$ cat src/rtl/man_motion_ctrl.sv
// rtl/man_motion_ctrl.sv - running-man horizontal/vertical motion controller
//
// Purpose: steps the man sprite one pixel right per frame-step strobe, wrapping
// onto the next of three floors at the right edge. It handles ground, crouch
// and a fixed-profile jump: ascend, hold at apex, then descend.
//
// Ports:
//   clock      - system clock, rising-edge
//   reset_n    - asynchronous active-low reset
//   update     - frame-step strobe; each high cycle is one step
//   jump_key   - debounced jump button level (rising edge requests a jump)
//   crouch_key - debounced crouch button level
//   x_out      - sprite top-left x
//   y_out      - sprite top-left y
//   man_style  - 1 = normal sprite, 0 = crouch sprite
//   airborne   - high while ascending, at apex or descending
//   pos_valid  - one-cycle pulse after each step
module man_motion_ctrl #(
  parameter int X_MAX       = 153,
  parameter int JUMP_HEIGHT = 12,
  parameter int STEP        = 2,
  parameter int APEX_HOLD   = 2
) (
  input  logic       clock,
  input  logic       reset_n,
  input  logic       update,
  input  logic       jump_key,
  input  logic       crouch_key,
  output logic [7:0] x_out,
  output logic [6:0] y_out,
  output logic       man_style,
  output logic       airborne,
  output logic       pos_valid
);

  localparam logic [2:0] ST_GROUND  = 3'd0;
  localparam logic [2:0] ST_CROUCH  = 3'd1;
  localparam logic [2:0] ST_ASCEND  = 3'd2;
  localparam logic [2:0] ST_APEX    = 3'd3;
  localparam logic [2:0] ST_DESCEND = 3'd4;

  localparam logic [7:0] X_LAST    = 8'(X_MAX);
  localparam logic [3:0] H_TOP     = 4'(JUMP_HEIGHT);
  localparam logic [3:0] H_STEP    = 4'(STEP);
  localparam logic [6:0] Y_STEP    = 7'(STEP);
  localparam logic [3:0] HOLD_LAST = 4'(APEX_HOLD - 1);

  logic [2:0] state, state_nxt;
  logic [1:0] lane, lane_wrap;
  logic [3:0] height, height_nxt;
  logic [3:0] apex_cnt, apex_nxt;
  logic [7:0] x_nxt;
  logic [6:0] y_nxt;
  logic       style_nxt;
  logic       jump_req, key_prev;
  logic       clear_req;
  logic       key_edge;

  // Floor base y: floor top minus the 7-pixel sprite height.
  function automatic logic [6:0] lane_base(input logic [1:0] l);
    case (l)
      2'd0:    lane_base = 7'd28;
      2'd1:    lane_base = 7'd68;
      default: lane_base = 7'd108;
    endcase
  endfunction

  assign lane_wrap = (lane == 2'd2) ? 2'd0 : lane + 2'd1;
  assign key_edge  = jump_key && !key_prev &&
                     ((state == ST_GROUND) || (state == ST_CROUCH));

  // Result of one step; only committed on an update cycle.
  always_comb begin
    state_nxt  = state;
    height_nxt = height;
    apex_nxt   = apex_cnt;
    x_nxt      = x_out;
    y_nxt      = y_out;
    style_nxt  = man_style;
    clear_req  = 1'b0;
    if (x_out >= X_LAST) begin
      // Wrap overrides any vertical motion; a pending jump request survives.
      x_nxt      = 8'd0;
      y_nxt      = lane_base(lane_wrap);
      state_nxt  = ST_GROUND;
      style_nxt  = 1'b1;
      height_nxt = 4'd0;
      apex_nxt   = 4'd0;
    end else begin
      x_nxt = x_out + 8'd1;
      case (state)
        ST_GROUND: begin
          if (jump_req) begin
            clear_req  = 1'b1;
            y_nxt      = lane_base(lane) - Y_STEP;
            height_nxt = H_STEP;
            apex_nxt   = 4'd0;
            state_nxt  = (H_STEP == H_TOP) ? ST_APEX : ST_ASCEND;
          end else if (crouch_key) begin
            state_nxt = ST_CROUCH;
            style_nxt = 1'b0;
            y_nxt     = lane_base(lane);
          end else begin
            y_nxt = lane_base(lane);
          end
        end
        ST_CROUCH: begin
          // A jump requested while crouched is discarded, never taken.
          clear_req = 1'b1;
          if (!crouch_key) begin
            state_nxt = ST_GROUND;
            style_nxt = 1'b1;
          end
        end
        ST_ASCEND: begin
          y_nxt      = y_out - Y_STEP;
          height_nxt = height + H_STEP;
          if (height + H_STEP == H_TOP) begin
            state_nxt = ST_APEX;
            apex_nxt  = 4'd0;
          end
        end
        ST_APEX: begin
          apex_nxt = apex_cnt + 4'd1;
          if (apex_cnt == HOLD_LAST) state_nxt = ST_DESCEND;
        end
        ST_DESCEND: begin
          y_nxt      = y_out + Y_STEP;
          height_nxt = height - H_STEP;
          if (height == H_STEP) begin
            state_nxt = ST_GROUND;
            y_nxt     = lane_base(lane);
          end
        end
        default: begin
          state_nxt  = ST_GROUND;
          y_nxt      = lane_base(lane);
          height_nxt = 4'd0;
          style_nxt  = 1'b1;
        end
      endcase
    end
  end

  always_ff @(posedge clock or negedge reset_n) begin
    if (!reset_n) begin
      state     <= ST_GROUND;
      lane      <= 2'd2;
      height    <= 4'd0;
      apex_cnt  <= 4'd0;
      x_out     <= 8'd30;
      y_out     <= 7'd108;
      man_style <= 1'b1;
      airborne  <= 1'b0;
      pos_valid <= 1'b0;
      jump_req  <= 1'b0;
      key_prev  <= 1'b0;
    end else begin
      key_prev  <= jump_key;
      pos_valid <= update;
      if (update) begin
        state     <= state_nxt;
        height    <= height_nxt;
        apex_cnt  <= apex_nxt;
        x_out     <= x_nxt;
        y_out     <= y_nxt;
        man_style <= style_nxt;
        airborne  <= (state_nxt == ST_ASCEND) || (state_nxt == ST_APEX) ||
                     (state_nxt == ST_DESCEND);
        if (x_out >= X_LAST) lane <= lane_wrap;
      end
      // Consumption on a step wins over a simultaneous new key edge.
      if (update && clear_req) jump_req <= 1'b0;
      else if (key_edge)       jump_req <= 1'b1;
    end
  end

endmodule

$ cat config.mk
export PLATFORM = sky130hd
export DESIGN_NAME = man_motion_ctrl
export DESIGN_NICKNAME = d
export VERILOG_FILES = /design/src/rtl/man_motion_ctrl.sv
export SDC_FILE = /design/constraint.sdc
export NUM_CORES = 1
export LEC_CHECK = 0
export CAP_MARGIN = 20
export CORE_MARGIN = 2
export CORE_UTILIZATION = 51
export DETAILED_ROUTE_END_ITERATION = 6
export PLACE_DENSITY = 0.76
export RECOVER_POWER = 25
export REMOVE_ABC_BUFFERS = 1
export SLEW_MARGIN = 20
export SYNTH_ARGS = -nofsm -noshare
export SYNTH_HDL_FRONTEND = slang
export SYNTH_SLANG_ARGS = --single-unit
$ cat constraint.sdc
create_clock -name clock -period 2.35 [get_ports clock]
set_input_delay 0.235 -clock clock [delete_from_list [all_inputs] [get_ports clock]]
set_output_delay 0.235 -clock clock [all_outputs]
set_load 0.005 [all_outputs]
==> impl_metrics.toml <==
[route]
wirelength_mm = 4.84
drtIter0Drc = 222
ant_nets = 0
vias = 1936
vias_per_cell = 6.03
wl_per_cell_um = 15.1
drc = 0
first_pass_iters = 4

[clock_tree]
cts_buffers = 5
clkTransAtPathRegs_ns = 0.07
tritoncts = "yes"
cts.htree.levels = 2
clkSinkCount = 31
cts_root_buf = "clkbuf_8"
clk_latency_ns = 0.29
hold_buffers = 0
cts_max_path_buffers = 2

[yosys]
synth_top_family_by_area = "compound AO/OA/AOI/OAI gates"
yosys_warnings = 0
synthXorXnorAreaFrac_pct = 4.29
synth-async-reset-ratio_pct = 100
syn_area_um2 = 2040
avgSynthCellArea_um2 = 8.33
yosys.area_share.simple_pct = 21.2
yosysTopAreaCellShare_pct = 25.8
synth_cell_types = 48
ys_seq_elements = 31
synth_top_flop_cell = "dfrtp_1"
synth_compound_area_share_pct = 22.6
synth_mux_area_share_pct = 2.15
synthCells = 245
synth_top_area_cell = "dfrtp_1"
synth_area_leaders = "dfrtp_1 (26%), dfstp_2 (13%), ha_1 (5.5%)"
synth-adder-area-share_pct = 5.52
synth_seq_area_share_pct = 38.6
synth_edf_count = 0

[sta]
min_period_ns = 2.25
max_freq_ghz = 0.445
tightest_slew_ns = 1.63
finalSetupViolCount = 0
fin_skew_ns = 0.00450
fin_crit_sh_pct = 95.6
slew_headroom_pct = -8.82
setup_ws_ns = 0.104
rsz0062_at_grt = "no"
hold_viol_final = 0
drv_slew = 32
fin_setup_tns_ns = 0

[grt]
grt_max_degree = 32
antenna_found_initial = 0
grt_pass1_wl_mm = 8.20
first_global_vias = 1791
grt-ovfl-total = 0
grt_usage_pct = 24.2

[critical_path]
timing.rr.start = "x_out[1]$_DFFE_PN1P_"
cpPeakStageDelay_ns = 0.55
cp.required_ns = 2.57
path_cells = "inv_1, ha_2, nor3b_4, o21ai_4, or3_4, or4_1, o211ai_1"
critical_path_class = "reg2reg"
crit_arrival_ns = 2.46
crit_path_end_kind = "register"
startpoint = "x_out[1]$_DFFE_PN1P_"
critPathTopFamily = "simple AND/OR/NAND/NOR gates"
path_max_fanout = 5
cp_slowest_cell = "dfstp_2"
start_kind = "register"
critPathBufInv = 1

[run_status]
failed_checks = "max-capacitance violations, max-slew violations"
outcome = "finished, violations left"

[placement]
port_buffers = 21
place_hpwl_mm = 3.45
gp_congestion = 0.828
place_ws_ns = 0.0614

[power]
ir_drop_v = 0.000629
power.static_leakage_nw = 1.02
power_density_nw_per_um2 = 1150

[cells_and_area]
fill_cells = 318
multi_input_area_um2 = 1160
drive_gt1_share_pct = 15.0
nNetsFinal = 286
final_cell_mix = "nand2_1 (28), nor2_1 (26), dfrtp_1 (21)"
mostFrequentLayoutCell = "nand2_1"
area_delta_synth_final_pct = 20.6
seq_area_um2 = 788
diodes = 0

[floorplan]
rows = 22
die_width_um = 67.3
dieHeight_um = 67.3
dieArea_um2 = 4520
core_area_um2 = 3740
io-pin-count = 23
initial_core_util_pct = 54.5

[job]
maxCapViolations = 1

[hold_path]
hold_class = "reg2reg"
min_from = "man_style$_DFFE_PN1P_"
[kinds of logic after synthesis]
logic type	Yosys count
other	1
adders and majority gates	9
buffers and inverters	28
and+or+nand+nor	92
xor gates and xnor gates	10
AOI/OAI and AO/OA	70
DFF	31
muxes	4
[power breakdown]
group / leakage [nW] / internal (W) / switching (W)
Clock: 0.0402 / 0.000206 / 0.000222
Combinational: 0.609 / 0.000672 / 0.000698
Sequential: 0.373 / 0.000753 / 0.000288
[registers in the layout (all words and copies together) (netlist names)]
signal and count:
apex_cnt 4, lane 2, jump_req 1, pos_valid 1, man_style 1, airborne 1, state 3, key_prev 1
x_out 8, y_out 6, height 3
[worst register-to-register path, stage by stage, from the launching register on]
cell and delay, ns:
dfstp_2 0.55, inv_1 0.07, ha_2 0.19, nor3b_4 0.28, o21ai_4 0.10, or3_4 0.38, or4_1 0.51, o211ai_1 0.09
[metal layers]
| layer | global-route usage [%] | wire (µm) | vias to the layer above |
|---|---|---|---|
| li1 | - | - | 920 |
| met1 | 32.3 | 2180 | 951 |
| met2 | 38.4 | 2320 | 55 |
| met3 | 6.17 | 243 | 10 |
| met4 | 8.16 | 93 | 0 |
| met5 | 0 | 0 | - |
[through the flow]
step                hold WS (ns)  total power [W]  util (%)  std cells  area (µm²)
floorplan                -0.0606          0.00182         -        230        1980
global placement           0.464          0.00234      62.5        311        2340
detailed placement         0.476          0.00238      62.5        311        2340
CTS                        0.335          0.00281      64.9        319        2430
global route               0.519          0.00308      65.7        321        2460
finish                     0.504          0.00284      65.7        321        2460
[cells in the mapped netlist, types with 2 or more instances]
cell type / number
o211ai_1: 4
ha_1: 9
nand4_1: 3
or3_1: 2
mux2_2: 3
a31oi_1: 6
a21oi_1: 10
o311ai_0: 2
nand2b_1: 4
nand2_1: 28
inv_1: 13
o31ai_1: 8
o22ai_1: 3
xnor2_1: 4
o221ai_1: 2
dfstp_2: 10
nand3_1: 9
dfrtp_1: 21
o21ai_0: 18
a211oi_1: 4
and3_1: 2
nor2b_1: 4
nor3_1: 7
nor2_1: 26
clkbuf_1: 13
a2bb2oi_1: 2
xor2_1: 6
nor3b_1: 2
[timing repair]
action | CTS | global route
buffers inserted | 0 | 2
gates resized for setup | 0 | 4
setup endpoints to repair | 0 | 2
[path summary, 6_finish.rpt]
kind | to | slack (ns) | cells past startpoint
max | apex_cnt[3]$_DFFE_PN0P_ | 0.10 | 7
min | man_style$_DFFE_PN1P_ | 0.50 | 2
max reg2reg | apex_cnt[3]$_DFFE_PN0P_ | 0.10 | 7
min reg2reg | man_style$_DFFE_PN1P_ | 0.50 | 2
max in group asynchronous | key_prev$_DFF_PN0_ | 0.52 | 2
min in group asynchronous | apex_cnt[0]$_DFFE_PN0P_ | 0.88 | 2
[layout make-up]
cell class	instances	share of cell area, %
Inverter	13	1.98
Clock inverter	3	0.813
Multi-Input combinational cell	186	47.3
Timing Repair Buffer	35	12.7
Clock buffer	5	2.80
Tap cell	48	2.44
Sequential cell	31	32.0
Note: power is estimated with default switching activity, not from simulation.
